`config.mk`:
```
export PLATFORM = sky130hd
export DESIGN_NAME = dmem_arbiter
export DESIGN_NICKNAME = d
export VERILOG_FILES = /design/src/rtl/dmem_arbiter.sv
export SDC_FILE = /design/constraint.sdc
export NUM_CORES = 1
export LEC_CHECK = 0
export BUFFER_PORTS_ARGS = -buffer_cell sky130_fd_sc_hd__buf_2
export CAP_MARGIN = 15
export CORE_AREA = 2 2 77 79
export DETAILED_ROUTE_END_ITERATION = 10
export DIE_AREA = 0 0 79 81
export SYNTH_ARGS = -nofsm -noshare
export SYNTH_HDL_FRONTEND = slang
export SYNTH_SLANG_ARGS = --single-unit
```
`constraint.sdc`:
```
create_clock -name clk_i -period 3.95 [get_ports clk_i]
set_clock_uncertainty 0.15 [all_clocks]
set_input_delay 0.1975 -clock clk_i [delete_from_list [all_inputs] [get_ports clk_i]]
set_output_delay 0.1975 -clock clk_i [all_outputs]
set_load 0.01 [all_outputs]
```
`src/rtl/dmem_arbiter.sv`:
```
// dmem_arbiter: round-robin arbiter sharing one single-port data memory among NREQ PUs.
// Optional macro DMEM_ARB_LOCK_EN adds bounded locked grants for atomic read-modify-write.
module dmem_arbiter #(
    parameter int NREQ     = 2,
    parameter int AW       = 8,
    parameter int DW       = 32,
    parameter int MAX_LOCK = 4
) (
    input  logic               clk_i,
    input  logic               rst_ni,
    input  logic [NREQ-1:0]    req_i,
    input  logic [NREQ-1:0]    we_i,
    input  logic [NREQ*AW-1:0] addr_i,
    input  logic [NREQ*DW-1:0] wdata_i,
    input  logic [NREQ-1:0]    lock_i,
    output logic [NREQ-1:0]    gnt_o,
    output logic [NREQ-1:0]    rvalid_o,
    output logic [DW-1:0]      rdata_o,
    output logic               mem_en_o,
    output logic               mem_we_o,
    output logic [AW-1:0]      mem_addr_o,
    output logic [DW-1:0]      mem_wdata_o,
    input  logic [DW-1:0]      mem_rdata_i
);

    localparam int PW = (NREQ > 1) ? $clog2(NREQ) : 1;

    logic [PW-1:0]     ptr_q, ptr_d;
    logic [PW-1:0]     win_s, win_nxt_s;
    logic [2*NREQ-1:0] req2_s;
    logic [NREQ-1:0]   rot_s;
    logic              found_s, grant_s;
    logic [NREQ-1:0]   rd_pend_q, rd_pend_d;

    function automatic logic [PW-1:0] ptr_inc(input logic [PW-1:0] p);
        if (p == PW'(NREQ - 1)) begin
            return '0;
        end else begin
            return p + PW'(1'b1);
        end
    endfunction

    // Rotate requests so that bit 0 is the PU currently holding priority.
    assign req2_s  = {req_i, req_i} >> ptr_q;
    assign rot_s   = req2_s[NREQ-1:0];
    assign found_s = |rot_s;
    assign grant_s = found_s & rst_ni;

    // Priority scan from ptr_q; descending loop so the lowest offset wins.
    always_comb begin
        win_s = '0;
        for (int k = NREQ - 1; k >= 0; k--) begin
            if (rot_s[k]) begin
                if (int'(ptr_q) + k >= NREQ) begin
                    win_s = PW'(int'(ptr_q) + k - NREQ);
                end else begin
                    win_s = PW'(int'(ptr_q) + k);
                end
            end else begin
                win_s = win_s;
            end
        end
    end

    assign win_nxt_s = ptr_inc(win_s);

    // Grant and memory port drive; controls forced low while in reset.
    always_comb begin
        gnt_o       = '0;
        mem_en_o    = 1'b0;
        mem_we_o    = 1'b0;
        mem_addr_o  = addr_i[win_s*AW +: AW];
        mem_wdata_o = wdata_i[win_s*DW +: DW];
        if (grant_s) begin
            gnt_o[win_s] = 1'b1;
            mem_en_o     = 1'b1;
            mem_we_o     = we_i[win_s];
        end else begin
            gnt_o    = '0;
            mem_en_o = 1'b0;
            mem_we_o = 1'b0;
        end
    end

    assign rd_pend_d = gnt_o & ~we_i;
    assign rvalid_o  = rd_pend_q;
    assign rdata_o   = mem_rdata_i;

`ifdef DMEM_ARB_LOCK_EN
    localparam int LW = $clog2(MAX_LOCK + 1);

    logic [LW-1:0] lcnt_q, lcnt_d;
    logic          locked_s;

    assign locked_s = (lcnt_q != '0);

    // Locked grants pin ptr to the owner; release after MAX_LOCK grants or when lock/req drops.
    always_comb begin
        ptr_d  = ptr_q;
        lcnt_d = lcnt_q;
        if (grant_s) begin
            if (lock_i[win_s] && (int'(lcnt_q) + 1 < MAX_LOCK)) begin
                ptr_d  = win_s;
                lcnt_d = lcnt_q + LW'(1'b1);
            end else begin
                ptr_d  = win_nxt_s;
                lcnt_d = '0;
            end
        end else if (locked_s) begin
            ptr_d  = ptr_inc(ptr_q);
            lcnt_d = '0;
        end else begin
            ptr_d  = ptr_q;
            lcnt_d = lcnt_q;
        end
    end

    // Lock counter register.
    always_ff @(posedge clk_i or negedge rst_ni) begin
        if (!rst_ni) begin
            lcnt_q <= '0;
        end else begin
            lcnt_q <= lcnt_d;
        end
    end
`else
    logic unused_lock_s;
    assign unused_lock_s = ^lock_i;

    // Pure round-robin: priority moves past the last winner.
    always_comb begin
        ptr_d = ptr_q;
        if (grant_s) begin
            ptr_d = win_nxt_s;
        end else begin
            ptr_d = ptr_q;
        end
    end
`endif

    // Priority pointer and pending-read register.
    always_ff @(posedge clk_i or negedge rst_ni) begin
        if (!rst_ni) begin
            ptr_q     <= '0;
            rd_pend_q <= '0;
        end else begin
            ptr_q     <= ptr_d;
            rd_pend_q <= rd_pend_d;
        end
    end

endmodule

```
==> summary.txt <==
Status
  – Status: completed

Synthesis
  – Post-synthesis sequential area ratio: 8.45%
  – Post-synthesis cell type count: 15
  – Post-synthesis cell count: 92
  – Yosys reg bits: 3
  – Syn Area/Cell: 9.66 µm²
  – Post-Syn Nets: 212
  – Synthesized cell area: 888 µm²
  – Synth Warn #: 0

Global route
  – Initial antenna violation count: 0
  – GRT Util Overall: 8.42%
  – Number of global-route vias before repair: 905
  – First-pass GRT wire length: 4170 µm
  – Pin count of the biggest net entering global routing: 33
  – Total congestion overflow: 0

Cells and area
  – Nets@finish: 314
  – Ratio of cells with drive above 1 in the final layout: 89.6%
  – Non-filler cells, final: 268
  – Ant. Diodes: 0
  – Fillers: 649
  – Area Growth Syn to Fin: 59.3%
  – Post-route cell area: 1420 µm²
  – Core Util, Final: 24.9%

Critical path
  – Max incr delay on CP: 750 ps
  – Crit path launch type: flop
  – Origin of the critical flop-to-flop path: ptr_q
  – Worst EP arrival: 2240 ps
  – Slowest CP cell: o21ai_4
  – CP Capture Type: output pin
  – CP Cell Sequence: o21ai_4, buf_4, mux2_2, buf_2
  – CP Class: reg -> out
  – Buffer and inverter count on the worst path: 2
  – Critical path startpoint: ptr_q
  – Crit path max-delay family: compound AO/OA/AOI/OAI gates
  – Critical Path Fanout Max: 32
  – Critical Path RT: 3600 ps

Power and ir drop
  – Int Pwr: 0.000207 W
  – Clock power frac: 28.4%
  – Seq pwr share: 12.0%
  – Comb pwr share: 59.6%
  – Sw power: 0.000102 W
  – Net Sw Frac: 33.0%
  – Peak supply drop: 0.0749 mV
  – Power Density: 218 nW/µm²
  – PnR Total Power: 0.000309 W
  – LEAKAGE: 0.782 nW

Route
  – DRT iter0 DRCs: 12
  – Vias after detailed routing: 1031
  – Final WL: 3120 µm
  – Avg WL per Cell: 11.6 µm
  – DRC Markers: 0
  – DR vias/cell: 3.85
  – 1st-pass router iterations: 4
  – Post-route ant nets: 0

STA
  – Final setup TNS: 0 ps
  – Worst-margin pin slew: 958 ps
  – RSZ-0062 raised after global routing: false
  – Crit path time final: 2590 ps
  – Relative slew slack: 35.9%
  – Hold Violations, Final: 0
  – Final critical-path share of the clock period: 65.5%
  – Final setup viols: 0
  – Slew Viols, Final: 0
  – F_max: 387 MHz

CTS
  – Root Buffer: clkbuf_8
  – CTS tree: yes
  – Resize count post-CTS: 0
  – Worst-Skew Late Latency: 210 ps
  – Clk sink count: 3
  – Maximum clock path buffer count: 2
  – H-tree depth: 1
  – Post CTS Setup Buffer Count: 0
  – Num CTS Buffers: 3
  – Cts hold-fix bufs: 1
  – Clock-pin slew on the worst setup and hold paths: 30 ps

Die
  – Initial Util: 15.7%
  – Row count: 28
  – Die Wd: 79 µm
  – DIE AREA: 6400 µm²
  – Die Span Y: 81 µm
  – Total core area: 5680 µm²
  – Io pins: 198

Placed design
  – RePlAce Congestion: 0.709
  – I/O Buffers: 131
  – DP Area: 1360 µm²
  – Placed instance count: 263
  – Hpwl dp: 2750 µm

Run
  – Max-capacitance violation count: 0

Hold path
  – Worst hold start: we_i[0]
  – Hold Path Class: in -> reg
[sequential cells by signal, indices dropped and copies added, names as in the netlist]
| name | count |
|---|---|
| ptr_q | 1 |
| rvalid_o | 2 |
[power groups by stage]
| stage | combinational [W] | sequential [W] | clock (W) |
|---|---|---|---|
| 2_1_floorplan | 0.000137 | 0.0000375 | 0 |
| 3_3_place_gp | 0.000183 | 0.0000372 | 0 |
| 3_5_place_dp | 0.000187 | 0.0000373 | 0 |
| 4_1_cts | 0.000188 | 0.0000369 | 0.0000903 |
| 5_1_grt | 0.000203 | 0.0000376 | 0.0000971 |
| 6_report | 0.000184 | 0.0000370 | 0.0000879 |
[path summary, 6_finish.rpt]
kind                                        end  slack [ps]  cells after the start
worst max register to register      rvalid_o[1]        2360                      2
max in group asynchronous           rvalid_o[1]        3330                      2
worst max-delay path            mem_wdata_o[21]        1360                      4
worst min register to register            ptr_q         420                      1
worst min-delay path                rvalid_o[0]           5                      2
min in group asynchronous           rvalid_o[0]         190                      2
[cells in the final DEF (no fill, tap or decap)]
master / Yosys / final
inv_1: 2 / 2
mux2_2: 37 / 37
nand2_1: 1 / 1
nor2_1: 3 / 3
o2bb2ai_1: 1 / 1
o21ai_4: 1 / 1
nor3_1: 1 / 1
buf_2: 0 / 131
buf_4: 32 / 1
nor2b_1: 1 / 1
a21oi_1: 1 / 1
a211oi_1: 1 / 1
a31oi_1: 1 / 1
dfrtp_1: 3 / 3
dlygate4sd3_1: 0 / 1
mux2_1: 3 / 3
clkbuf_8: 0 / 3
clkbuf_1: 0 / 1
[layout make-up]
type / count / area [µm²] / share of cell area (%)
repair buffers: 133 / 673 / 47.6
multi-input cells: 51 / 520 / 36.8
flip-flops and latches: 3 / 75.1 / 5.31
clock buffers: 4 / 45.0 / 3.18
inverters: 2 / 7.51 / 0.531
well taps: 75 / 93.8 / 6.63
[cell families (layout without fill, tap and decap cells)]
group / after synthesis / after routing / share of synthesized area, %
multiplexers: 40 / 40 / 50.7
buffers and inverters: 38 / 139 / 33.0
AND/OR/NAND/NOR: 6 / 6 / 2.96
AO/OA/AOI/OAI: 5 / 5 / 4.93
flip-flops: 3 / 3 / 8.45
[through the flow]
| step | hold slack [ps] | setup slack [ps] |
|---|---|---|
| 6_report | 5.17 | 1360 |
| 5_1_grt | 10.3 | 1170 |
| 4_1_cts | 3.70 | 1290 |
| 3_5_place_dp | -129 | 1510 |
| 3_3_place_gp | -133 | 1590 |
| 2_1_floorplan | -248 | 2420 |
[metal layers]
layer	up-vias	share of wire [%]	GRT usage [%]
met2	90	49	15.7
met5	-	0	0
li1	494	-	-
met1	433	33	8.70
met4	0	3.8	4.66
met3	14	14	2.00
[cell usage after synthesis]
cell	n	share of area, %
nor2_1	3	1.3
nand2_1	1	0.42
nor3_1	1	0.56
a211oi_1	1	0.85
dfrtp_1	3	8.5
a31oi_1	1	0.70
nor2b_1	1	0.70
inv_1	2	0.85
a21oi_1	1	0.56
mux2_2	37	47
buf_6	4	5.1
o2bb2ai_1	1	0.99
mux2_1	3	3.8
buf_4	32	27
o21ai_4	1	1.8
No activity file was read; power rests on OpenSTA's default activity.
